==> src/rtl/anneal_controller.sv <==
// Run sequencer and spin readout for the coupled-oscillator core matrix.
// Holds the core in reset, lets it oscillate freely, then measures each
// oscillator's phase against oscillator 0 over a sample window. The result
// is latched as an N-bit spin vector.
module anneal_controller #(
    parameter int N           = 8,
    parameter int CNT_W       = 32,
    parameter int RST_CYCLES  = 4,
    parameter int SYNC_STAGES = 2
) (
    input  logic             clk,
    input  logic             axi_rstn,
    input  logic             go,
    input  logic             abort,
    input  logic [CNT_W-1:0] run_cycles,
    input  logic [CNT_W-1:0] sample_cycles,
    input  logic [N-1:0]     outputs,
    output logic             ising_rstn,
    output logic             start,
    output logic             busy,
    output logic             done,
    output logic [N-1:0]     spins
);

    localparam logic [2:0] ST_IDLE   = 3'd0;
    localparam logic [2:0] ST_RESET  = 3'd1;
    localparam logic [2:0] ST_RUN    = 3'd2;
    localparam logic [2:0] ST_SAMPLE = 3'd3;
    localparam logic [2:0] ST_DONE   = 3'd4;

    localparam logic [CNT_W-1:0] ONE     = {{(CNT_W-1){1'b0}}, 1'b1};
    localparam logic [CNT_W-1:0] RST_LEN = CNT_W'(RST_CYCLES);

    logic [2:0]       state_r, state_s;
    logic [CNT_W-1:0] cnt_r, cnt_s;
    logic [CNT_W-1:0] run_len_r, run_len_s;
    logic [CNT_W-1:0] sample_len_r, sample_len_s;
    logic [CNT_W-1:0] mismatch_r [N];
    logic [CNT_W-1:0] mismatch_s [N];
    logic [N-1:0]     sync_r [SYNC_STAGES];
    logic [N-1:0]     sync_out_s;
    logic [N-1:0]     spins_r, spins_s;
    logic             ising_rstn_r, ising_rstn_s;
    logic             start_r, start_s;
    logic             busy_r, busy_s;
    logic             done_r, done_s;
    logic             sample_last_s;

    assign sync_out_s = sync_r[SYNC_STAGES-1];
    assign ising_rstn = ising_rstn_r;
    assign start      = start_r;
    assign busy       = busy_r;
    assign done       = done_r;
    assign spins      = spins_r;

    // Multi-flop synchroniser bringing the asynchronous oscillator outputs into clk
    always_ff @(posedge clk or negedge axi_rstn) begin
        if (!axi_rstn) begin
            for (int s = 0; s < SYNC_STAGES; s++) begin
                sync_r[s] <= '0;
            end
        end else begin
            sync_r[0] <= outputs;
            for (int s = 1; s < SYNC_STAGES; s++) begin
                sync_r[s] <= sync_r[s-1];
            end
        end
    end

    // Sequencer next state, phase counter, captured lengths and mismatch accumulation
    always_comb begin
        state_s      = state_r;
        cnt_s        = cnt_r + ONE;
        run_len_s    = run_len_r;
        sample_len_s = sample_len_r;
        mismatch_s   = mismatch_r;
        case (state_r)
            ST_IDLE: begin
                cnt_s = '0;
                if (go && !abort) begin
                    state_s      = ST_RESET;
                    run_len_s    = (run_cycles == '0) ? ONE : run_cycles;
                    sample_len_s = (sample_cycles == '0) ? ONE : sample_cycles;
                    for (int i = 0; i < N; i++) begin
                        mismatch_s[i] = '0;
                    end
                end else begin
                    state_s = ST_IDLE;
                end
            end
            ST_RESET: begin
                if (abort) begin
                    state_s = ST_IDLE;
                    cnt_s   = '0;
                end else if (cnt_r == RST_LEN - ONE) begin
                    state_s = ST_RUN;
                    cnt_s   = '0;
                end else begin
                    state_s = ST_RESET;
                end
            end
            ST_RUN: begin
                if (abort) begin
                    state_s = ST_IDLE;
                    cnt_s   = '0;
                end else if (cnt_r == run_len_r - ONE) begin
                    state_s = ST_SAMPLE;
                    cnt_s   = '0;
                end else begin
                    state_s = ST_RUN;
                end
            end
            ST_SAMPLE: begin
                // Count disagreements with oscillator 0 on every window cycle
                for (int i = 1; i < N; i++) begin
                    mismatch_s[i] = mismatch_r[i] +
                        {{(CNT_W-1){1'b0}}, sync_out_s[i] ^ sync_out_s[0]};
                end
                if (abort) begin
                    state_s = ST_IDLE;
                    cnt_s   = '0;
                end else if (sample_last_s) begin
                    state_s = ST_DONE;
                    cnt_s   = '0;
                end else begin
                    state_s = ST_SAMPLE;
                end
            end
            ST_DONE: begin
                state_s = ST_IDLE;
                cnt_s   = '0;
            end
            default: begin
                state_s = ST_IDLE;
                cnt_s   = '0;
            end
        endcase
    end

    assign sample_last_s = (state_r == ST_SAMPLE) && (cnt_r == sample_len_r - ONE);

    // Spin decision: majority of window cycles out of phase; ties read as 0
    always_comb begin
        spins_s = spins_r;
        if (sample_last_s && !abort) begin
            for (int i = 1; i < N; i++) begin
                spins_s[i] = ({mismatch_s[i], 1'b0} > {1'b0, sample_len_r});
            end
            spins_s[0] = 1'b0;
        end else begin
            spins_s = spins_r;
        end
    end

    // Output decode from the next state so the port flops match the state register
    always_comb begin
        ising_rstn_s = 1'b0;
        start_s      = 1'b0;
        busy_s       = 1'b1;
        done_s       = 1'b0;
        case (state_s)
            ST_IDLE:   busy_s = 1'b0;
            ST_RESET:  busy_s = 1'b1;
            ST_RUN,
            ST_SAMPLE: begin
                ising_rstn_s = 1'b1;
                start_s      = 1'b1;
            end
            ST_DONE: begin
                ising_rstn_s = 1'b1;
                start_s      = 1'b1;
                done_s       = 1'b1;
            end
            default:   busy_s = 1'b0;
        endcase
    end

    // State, counters, captured lengths and registered outputs
    always_ff @(posedge clk or negedge axi_rstn) begin
        if (!axi_rstn) begin
            state_r      <= ST_IDLE;
            cnt_r        <= '0;
            run_len_r    <= '0;
            sample_len_r <= '0;
            for (int i = 0; i < N; i++) begin
                mismatch_r[i] <= '0;
            end
            spins_r      <= '0;
            ising_rstn_r <= 1'b0;
            start_r      <= 1'b0;
            busy_r       <= 1'b0;
            done_r       <= 1'b0;
        end else begin
            state_r      <= state_s;
            cnt_r        <= cnt_s;
            run_len_r    <= run_len_s;
            sample_len_r <= sample_len_s;
            mismatch_r   <= mismatch_s;
            spins_r      <= spins_s;
            ising_rstn_r <= ising_rstn_s;
            start_r      <= start_s;
            busy_r       <= busy_s;
            done_r       <= done_s;
        end
    end

endmodule

==> config.mk <==
export PLATFORM = sky130hd
export DESIGN_NAME = anneal_controller
export DESIGN_NICKNAME = d
export VERILOG_FILES = /design/src/rtl/anneal_controller.sv
export SDC_FILE = /design/constraint.sdc
export NUM_CORES = 1
export LEC_CHECK = 0
export BUFFER_PORTS_ARGS = -buffer_cell sky130_fd_sc_hd__clkbuf_2
export CORE_UTILIZATION = 65
export CTS_BUF_LIST = sky130_fd_sc_hd__clkbuf_8 sky130_fd_sc_hd__clkbuf_16
export CTS_CLUSTER_SIZE = 28
export DETAILED_ROUTE_END_ITERATION = 8
export PLACE_DENSITY = 0.83
export SLEW_MARGIN = 25
export SYNTH_ARGS = -nofsm -noshare
export SYNTH_HDL_FRONTEND = slang
export SYNTH_SLANG_ARGS = --single-unit
==> constraint.sdc <==
create_clock -name clk -period 9.3 [get_ports clk]
set_clock_uncertainty 0.2 [all_clocks]
set_input_delay 1.395 -clock clk [delete_from_list [all_inputs] [get_ports clk]]
set_output_delay 1.395 -clock clk [all_outputs]
set_load 0.03 [all_outputs]
== Word-level counts from Yosys, hierarchy flattened ==
Index checks and enable logic that the tools add are counted.

* Add/subtract/negate cells: 10
* Bitwise logic cells: 7
* Muxes and demuxes: 22
* Order comparisons: 7
* Reductions and logical operators: 10
* Eq/ne operators: 10

{| class="wikitable"
|+ Operators by type and width
! cell !! number
|-
| 224-bit case mux with 2 select lines || 1
|-
| 32-bit two-way mux || 8
|-
| 33-bit by 32-bit > comparator with 1-bit output || 7
|-
| 32-bit by 1-bit adder with 32-bit output || 7
|-
| 224-bit two-way mux || 1
|-
| 32-bit case mux with 3 select lines || 1
|-
| 32-bit == test || 2
|-
| 32-bit zero test || 2
|-
| 32-bit by 1-bit subtractor with 32-bit output (second input constant) || 2
|-
| 32-bit by 1-bit adder with 32-bit output (second input constant) || 1
|-
| 32-bit by 2-bit == test with 1-bit output (second input constant) || 1
|-
| 3-bit by 2-bit == test with 1-bit output (second input constant) || 4
|-
| 3-bit case mux with 4 select lines || 1
|-
| 1-bit XOR || 7
|-
| 3-bit by 1-bit == test with 1-bit output (second input constant) || 2
|-
| 2-bit two-way mux || 3
|-
| 3-bit two-way mux || 2
|-
| 1-bit two-way mux || 5
|-
| 4-bit OR reduction || 1
|-
| 3-bit == test (second input constant) || 1
|-
| 1-bit logical AND || 3
|-
| 3-bit zero test || 1
|-
| 3-bit OR reduction || 1
|-
| 2-bit AND reduction || 1
|-
| 1-bit zero test || 1
|}

* Logic and storage cells: 83
* Output and inout port bits: 12
* Input bits: 76
* Register bits: 349

== Logic depth before layout (Yosys ltp) ==
Gate-level depths: netlist (run 1).

* Depth after elaboration: 9
* Mapped depth: 22
* Mapped depth without buffers: 20

== Worst setup path before layout (run 1) ==
No wires, ideal clock.

* Path type: in2reg
* Start: in abort
* End: reg spins_r[5], in the netlist spins[5]
* Arrival: 4863 ps
* Path buffers: 4
* Data required time: 8981 ps
* Slack: 4119 ps
* Setup time: 119 ps
* Stages: 18
* Path through: bufbuf_16 nor2_1 nand3_1 clkbuf_1 clkbuf_1 clkbuf_1 nand3_1 o21ai_0 ha_1 a21o_1 a21o_1 a21o_1 a21o_1 a21o_1 a21o_1 a41oi_1 or4b_1 o21a_1

{| class="wikitable"
|+ RTL lines
! element !! RTL line !! source
|-
| start: declaration || 14 || <nowiki>input logic abort,</nowiki>
|-
| end signal: assignment || 199 || <nowiki>spins_r <= spins_s;</nowiki>
|-
| end: declaration || 42 || <nowiki>logic [N-1:0] spins_r, spins_s;</nowiki>
|}

==> flow_summary_export.csv, run 1 <==
group,metric,value,unit
critical_path,cp_common_cell,"o21ai_0",
sta,period_minus_slack,5.62,ns
critical_path,crit_arrival,5.88,ns
detailed_routing,drt-total-wl,68700,um
critical_path,end_kind,"register",
sta,setup_ws,3.68,ns
global_routing,grt_usage,38.3,%
logic_synthesis,ys_types,95,
finish,layout-drive-gt1-share,8.82,%
sta,hold_slack,0.151,ns
critical_path,worst-path-max-fanout,55,
critical_path,rr_startpoint,"state_r[1]",
detailed_routing,drc,0,
detailed_routing,wl_per_cell,21.9,um
finish,multi_input_area,13900,um^2
logic_synthesis,synth_top_area_share,37.5,%
detailed_routing,vias,21357,
finish,layout_commonest_cell,"nand2_1",
detailed_routing,drtPass1Iterations,8,
finish,nNetsFinal,2961,
logic_synthesis,synth_top_family_by_area,"simple AND/OR/NAND/NOR gates",
clock_tree,clkTransAtPathRegs,0.06,ns
min_path,holdCritPathClass,"register to register",
clock_tree,cts_root_buffer,"clkbuf_16",
finish,fillCellCount,2613,
global_routing,grt_max_degree,133,
critical_path,crit_end,"spins[1]",
power_and_ir_drop,leakage,11.8,nW
logic_synthesis,synth_edf_count,0,
sta,slew_violations,0,
logic_synthesis,yosys-top-cells-area,"dfrtp_1 (37%), ha_1 (13%), o21ai_0 (6.2%), nand2_1 (5.7%), nand3_1 (4.3%)",
floorplan,rows,68,
floorplan,die_h,191,um
global_routing,overflow,0,
sta,tightest_slew,0.917,ns
logic_synthesis,netlist_area,23300,um^2
logic_synthesis,synthArstFlopShare,100,%
critical_path,r2r_cells,18,
clock_tree,ctsHtreeMaxLevel,2,
clock_tree,tritoncts,"done",
clock_tree,cts_num_sinks,349,
critical_path,crit_chain,"clkbuf_2 > nor2_1 > nand3_4 > nand2_1 > o21ai_0 > nand2_1 > o21ai_0 > ha_1 > a21o_1 > a21o_1 > a21oi_1 > nor2b_1 > o21ai_0 > o211ai_1 > o21ai_0 > o311ai_0 > mux2_2",
global_routing,grt_pass1_vias,20820,
floorplan,die_area,36600,um^2
logic_synthesis,yosys_most_used_dff,"dfrtp_1",
sta,max_clock_freq,178,MHz
floorplan,die_w,191,um
critical_path,crit_required,9.55,ns
logic_synthesis,synth_nets,2935,
power_and_ir_drop,peakVddDrop,200,uV
power_and_ir_drop,powerDensity,168,nW/um^2
finish,diodes,0,
critical_path,crit_type,"primary input to register",
logic_synthesis,synth_xor_xnor_area_share,4.66,%
sta,finalSetupViolations,0,
place,io_buffers,86,
critical_path,r2r-end,"spins[7]",
detailed_routing,drt.antenna.violating_nets,0,
logic_synthesis,synthMuxAreaShare,1.92,%
logic_synthesis,synth-compound-area-share,15.9,%
clock_tree,cts_hold_buf,0,
outcome,status,"finished, final reports clean",
logic_synthesis,yosysWarningCount,0,
clock_tree,cts_max_path_buffers,3,
clock_tree,clkLatencyLatePin,0.58,ns
logic_synthesis,seq_area_frac_synth,37.5,%
logic_synthesis,syn_avg_cell_area,8.88,um^2
sta,hold_viol_final,0,
sta,slew_headroom,38.4,%
finish,fin_util,72.3,%
sta,tns,0,ns
floorplan,num_io_pins,88,
job,cap_violations,0,
place,post-place-ws,3.28,ns
logic_synthesis,synth_seq_cells,349,
clock_tree,cts_inserted_buffers,40,
finish,syn_to_final_growth,8.23,%
finish,seq_area,8730,um^2
critical_path,worstSetupStartpointType,"primary input",
logic_synthesis,synthAdderAreaFrac,12.6,%
critical_path,r2r_slack,3.92,ns
sta,finalCritPeriodShare,60.5,%
clock_tree,post_cts_buffers,0,
floorplan,initial_core_util,66.8,%
place,finalWeightedCongestion,0.978,
detailed_routing,via_per_inst,6.82,
sta,rsz0062_at_grt,"no",
logic_synthesis,syn_inst,2625,
finish,mostFrequentLayoutCells,"nand2_1 (353), dfrtp_1 (349), o21ai_0 (287), ha_1 (234), nand3_1 (198)",
critical_path,crit_slowest_cell,"nand2_1",
logic_synthesis,yosys.area_share.simple,24.3,%
global_routing,grt_pass1_wl,109000,um
critical_path,slowest_delay,0.85,ns
logic_synthesis,synth_top_area_cell,"dfrtp_1",
place,post-dp-hpwl,48800,um
critical_path,startpoint,"abort",
global_routing,antenna_found_initial,0,
floorplan,core-area,34900,um^2
detailed_routing,drt_iter0_markers,2025,
clock_tree,ctsResizeCount,0,
[layer usage]
metal  share of wire [%]  vias to the layer above  global-route usage [%]  wire [um]
li1                    -                     9728                       -          -
met1                  42                    10292                    52.3      28700
met2                  43                     1117                    58.0      29700
met3                  10                      220                    7.31       6940
met4                 4.9                        0                    19.5       3330
met5                   0                        -                       0          0
[cells by family after synthesis]
group / Yosys count
multiplexers: 44
XOR/XNOR: 124
flip-flops: 349
adder cells (fa/ha/maj): 234
buffers and inverters: 172
AO/OA/AOI/OAI: 601
AND/OR/NAND/NOR: 1100
other: 1
[state kept, by name (all words and copies together), names as in the netlist]
| signal | cells |
|---|---|
| mismatch_r | 224 |
| cnt_r | 32 |
| run_len_r | 32 |
| sample_len_r | 32 |
| sync_out_s | 8 |
| sync_r | 8 |
| spins | 7 |
| state_r | 3 |
| busy | 1 |
| done | 1 |
| start | 1 |
[cell type report]
cell class / count / share of cell area [%]
clock inverter: 24 / 0.952
inverter: 57 / 0.848
tap: 455 / 2.26
sequential: 349 / 34.6
timing repair buffer: 99 / 2.18
multi-input combinational: 2104 / 54.9
clock buffer: 44 / 4.23
[worst max-delay path, delay by kind of cell]
kind,cells,cell delay (ns)
AOI/OAI and AO/OA,9,1.64
adders and majority gates,1,0.32
buffers and inverters,1,0.18
muxes,1,0.28
and+or+nand+nor,5,2.03
[power by group]
part,total [mW],internal [mW],leakage [nW],switching [mW]
registers,1.71,1.59,4.72,0.124
logic,0.921,0.300,6.41,0.621
clock network,1.62,0.959,0.687,0.660
total,4.25,2.84,11.8,1.41
[synth_stat cells (16+ instances only)]
| library cell | n |
|---|---|
| nor2_1 | 119 |
| o21ai_0 | 287 |
| mux2i_1 | 38 |
| nor2_2 | 31 |
| nor4_1 | 45 |
| and4_1 | 25 |
| and2_1 | 16 |
| nor2b_1 | 21 |
| a21oi_1 | 73 |
| a31oi_1 | 19 |
| a21o_1 | 87 |
| ha_1 | 234 |
| inv_1 | 57 |
| nor3_1 | 43 |
| and3_1 | 45 |
| o31ai_1 | 25 |
| nand2_1 | 353 |
| nand3_1 | 199 |
| xnor2_1 | 76 |
| dfrtp_1 | 349 |
| xor2_1 | 48 |
| nand4_1 | 133 |
| clkbuf_1 | 88 |
| o211ai_1 | 24 |
[through the flow]
stage | cell area (um^2) | total power [mW] | instances
2_1_floorplan | 23300 | 2.29 | 2625
4_1_cts | 25200 | 4.22 | 3132
6_report | 25200 | 4.25 | 3132
5_1_grt | 25200 | 4.40 | 3132
3_5_place_dp | 23900 | 2.62 | 3064
3_3_place_gp | 23900 | 2.58 | 3064
[worst min-delay path by stage]
stage | cells after the start | slack (ns) | start | end
detailed placement | 0 | 0.14 | sync_r[15] | sync_out_s[7]
finish | 0 | 0.15 | sync_r[15] | sync_out_s[7]
global placement | 0 | 0.13 | sync_r[11] | sync_out_s[3]
floorplan | 0 | 0.13 | sync_r[8] | sync_out_s[0]
global route | 0 | 0.15 | sync_r[15] | sync_out_s[7]
CTS | 0 | 0.15 | sync_r[15] | sync_out_s[7]
Power figures use the tool's default switching activity.
==> inputs of run 2 (changes only) <==
Settings changed: CORE_UTILIZATION 65 to 63, PLACE_DENSITY 0.83 to 0.81.
Clock period 9.3 ns to 5.67 ns, I/O delays scaled along.
==> run 2 against run 1 <==
Effect of this change:
- global-route usage decreased by 0.78 points
- final cell count grew 0.89%
- combinational power rose by 67%
- sequential power rose by 64%
- sequential share of layout area shrank 0.36 points
- routed wire length is 1.8% higher
- final area increased by 1.1%
- clock power increased by 78%
- first-iteration DRC count decreased by 1.7%
- total power up 70%
- worst setup slack worse by 3.0 ns
- via count down 0.73%
- largest power group is now the clock network
==> flow_summary_export.csv, run 2 (synthesized netlist as in run 1, its figures left out) <==
group,metric,value,unit
power_and_ir_drop,seqPwrFrac,38.8,%
clock_tree,tritoncts,"done",
power_and_ir_drop,power.internal,4.87,mW
clock_tree,clkTransAtPathRegs,0.06,ns
finish,mostFrequentLayoutCells,"nand2_1 (353), dfrtp_1 (349), o21ai_0 (287), ha_1 (234), nand3_1 (198)",
sta,tightest_slew,1.09,ns
clock_tree,post_cts_buffers,0,
detailed_routing,drc,0,
place,dpl_cell_area,24000,um^2
global_routing,grt_pass1_wl,111000,um
detailed_routing,drtPass1Iterations,6,
critical_path,crit_arrival,5.31,ns
floorplan,rows,70,
power_and_ir_drop,combPwrFrac,21.3,%
detailed_routing,drt.antenna.violating_nets,0,
power_and_ir_drop,p_sw,2.37,mW
place,post-dp-hpwl,48100,um
finish,top_register,"mismatch_r",
place,finalWeightedCongestion,0.972,
sta,slew_headroom,26.7,%
finish,layout_commonest_cell,"nand2_1",
finish,largest_reg_flops,224,
critical_path,end_kind,"register",
critical_path,worst-path-max-fanout,7,
outcome,status,"finished, final reports clean",
global_routing,grt_usage,37.5,%
sta,hold_viol_final,0,
clock_tree,ctsHtreeMaxLevel,2,
floorplan,core-area,36500,um^2
min_path,holdCritPathClass,"primary input to async pin",
global_routing,grt_pass1_vias,20593,
sta,tns,0,ns
detailed_routing,via_per_inst,6.71,
power_and_ir_drop,swShare,32.8,%
clock_tree,cts_max_path_buffers,3,
detailed_routing,drt-total-wl,70000,um
sta,slew_violations,0,
critical_path,worstSetupStartpointType,"register",
floorplan,die_h,194,um
detailed_routing,vias,21202,
critical_path,crit_required,5.94,ns
clock_tree,cts_hold_buf,0,
power_and_ir_drop,peakVddDrop,273,uV
global_routing,overflow,0,
finish,syn_to_final_growth,9.37,%
floorplan,initial_core_util,63.8,%
global_routing,antenna_found_initial,2,
finish,layout-drive-gt1-share,9.33,%
sta,hold_slack,0.126,ns
clock_tree,cts_inserted_buffers,40,
power_and_ir_drop,clock_power_share,39.8,%
sta,finalSetupViolations,0,
clock_tree,cts_root_buffer,"clkbuf_16",
finish,fillCellCount,2796,
sta,rsz0062_at_grt,"no",
finish,nNetsFinal,2967,
clock_tree,cts_num_sinks,349,
finish,final_cell_area,25500,um^2
critical_path,crit_type,"register to register",
sta,period_minus_slack,5.04,ns
clock_tree,clkLatencyLatePin,0.58,ns
sta,finalCritPeriodShare,88.8,%
clock_tree,ctsResizeCount,0,
floorplan,die_w,194,um
detailed_routing,wl_per_cell,22.1,um
place,io_buffers,86,
sta,max_clock_freq,199,MHz
floorplan,die_area,37800,um^2
job,cap_violations,0,
power_and_ir_drop,leakage,11.9,nW
power_and_ir_drop,powerDensity,284,nW/um^2
floorplan,num_io_pins,88,
global_routing,grt_max_degree,137,
detailed_routing,drt_iter0_markers,1990,
[run 2: cell types whose count changed in the layout (fill, tap and decap cells not counted)]
| cell | change |
|---|---|
| clkbuf_8 | +3 |
| nor4_2 | -1 |
| clkinvlp_4 | +5 |
| buf_4 | +2 |
| diode_2 | +3 |
| bufinv_16 | +3 |
| clkinv_4 | +1 |
| clkinv_2 | -2 |
| buf_12 | +4 |
| nor4_1 | +1 |
| inv_1 | -4 |
[run 2: power groups by stage]
stage	logic, mW	registers [mW]	clock network (mW)
2_1_floorplan	1.00	2.75	0
3_3_place_gp	1.44	2.84	0
3_5_place_dp	1.50	2.84	0
4_1_cts	1.51	2.80	2.91
5_1_grt	1.68	2.82	3.00
6_report	1.54	2.81	2.89
[run 2: per-layer routing]
layer | wire length, um | part of all wire, % | track usage (%) | vias to the layer above
met5 | 0 | 0 | 0 | -
met4 | 3520 | 5.0 | 20.9 | 0
met3 | 6650 | 9.5 | 7.74 | 206
met2 | 30900 | 44 | 57.2 | 993
met1 | 28900 | 41 | 50.1 | 10245
li1 | - | - | - | 9758
[run 2: through the flow]
stage                     instances  power, mW  util, %  worst slack, ns
after floorplan                2625       3.75        -             1.03
after global placement         3083       4.27     65.8            0.943
after detailed placement       3083       4.34     65.8            0.801
after CTS                      3157       7.21     69.8            0.748
after global routing           3157       7.50     69.8            0.448
final                          3160       7.24     69.8            0.634
[run 2: layout make-up]
class	count	area [um^2]	share of cell area, %
diodes	3	7.51	0.0295
clock buffers	47	1110	4.35
clock inverters	27	352	1.38
inverters	57	214	0.839
multi-input cells	2104	13800	54.3
flip-flops and latches	349	8730	34.3
well taps	468	586	2.30
repair buffers	105	646	2.53
[run 2: worst paths after layout]
kind | start | to | slack, ns | depth (start not counted)
hold / removal | axi_rstn | run_len_r[11] | 0.13 | 1
hold reg to reg | sync_r[14] | sync_out_s[6] | 0.15 | 0
setup / recovery | sync_out_s[0] | spins[5] | 0.63 | 21
max in group asynchronous | axi_rstn | mismatch_r[103] | 3.93 | 2
min in group clk | sync_r[14] | sync_out_s[6] | 0.15 | 0
setup reg to reg | sync_out_s[0] | spins[5] | 0.63 | 21
[run 2: worst max-delay path: stages, from the launching register on]
cell and delay (ns):
dfrtp_1 0.56, xor2_1 0.18, ha_1 0.18, ha_1 0.22
nand2_1 0.12, nor3_1 0.19, buf_4 0.16, and3_1 0.20
and2_1 0.22, nand3_1 0.12, nand3_1 0.09, o21ai_0 0.16
ha_1 0.37, nand4_1 0.13, nor4_1 0.45, nand3_1 0.14
o31a_1 0.33, inv_1 0.06, o22ai_1 0.08, a41oi_1 0.19
or4b_1 0.46, o21a_1 0.12
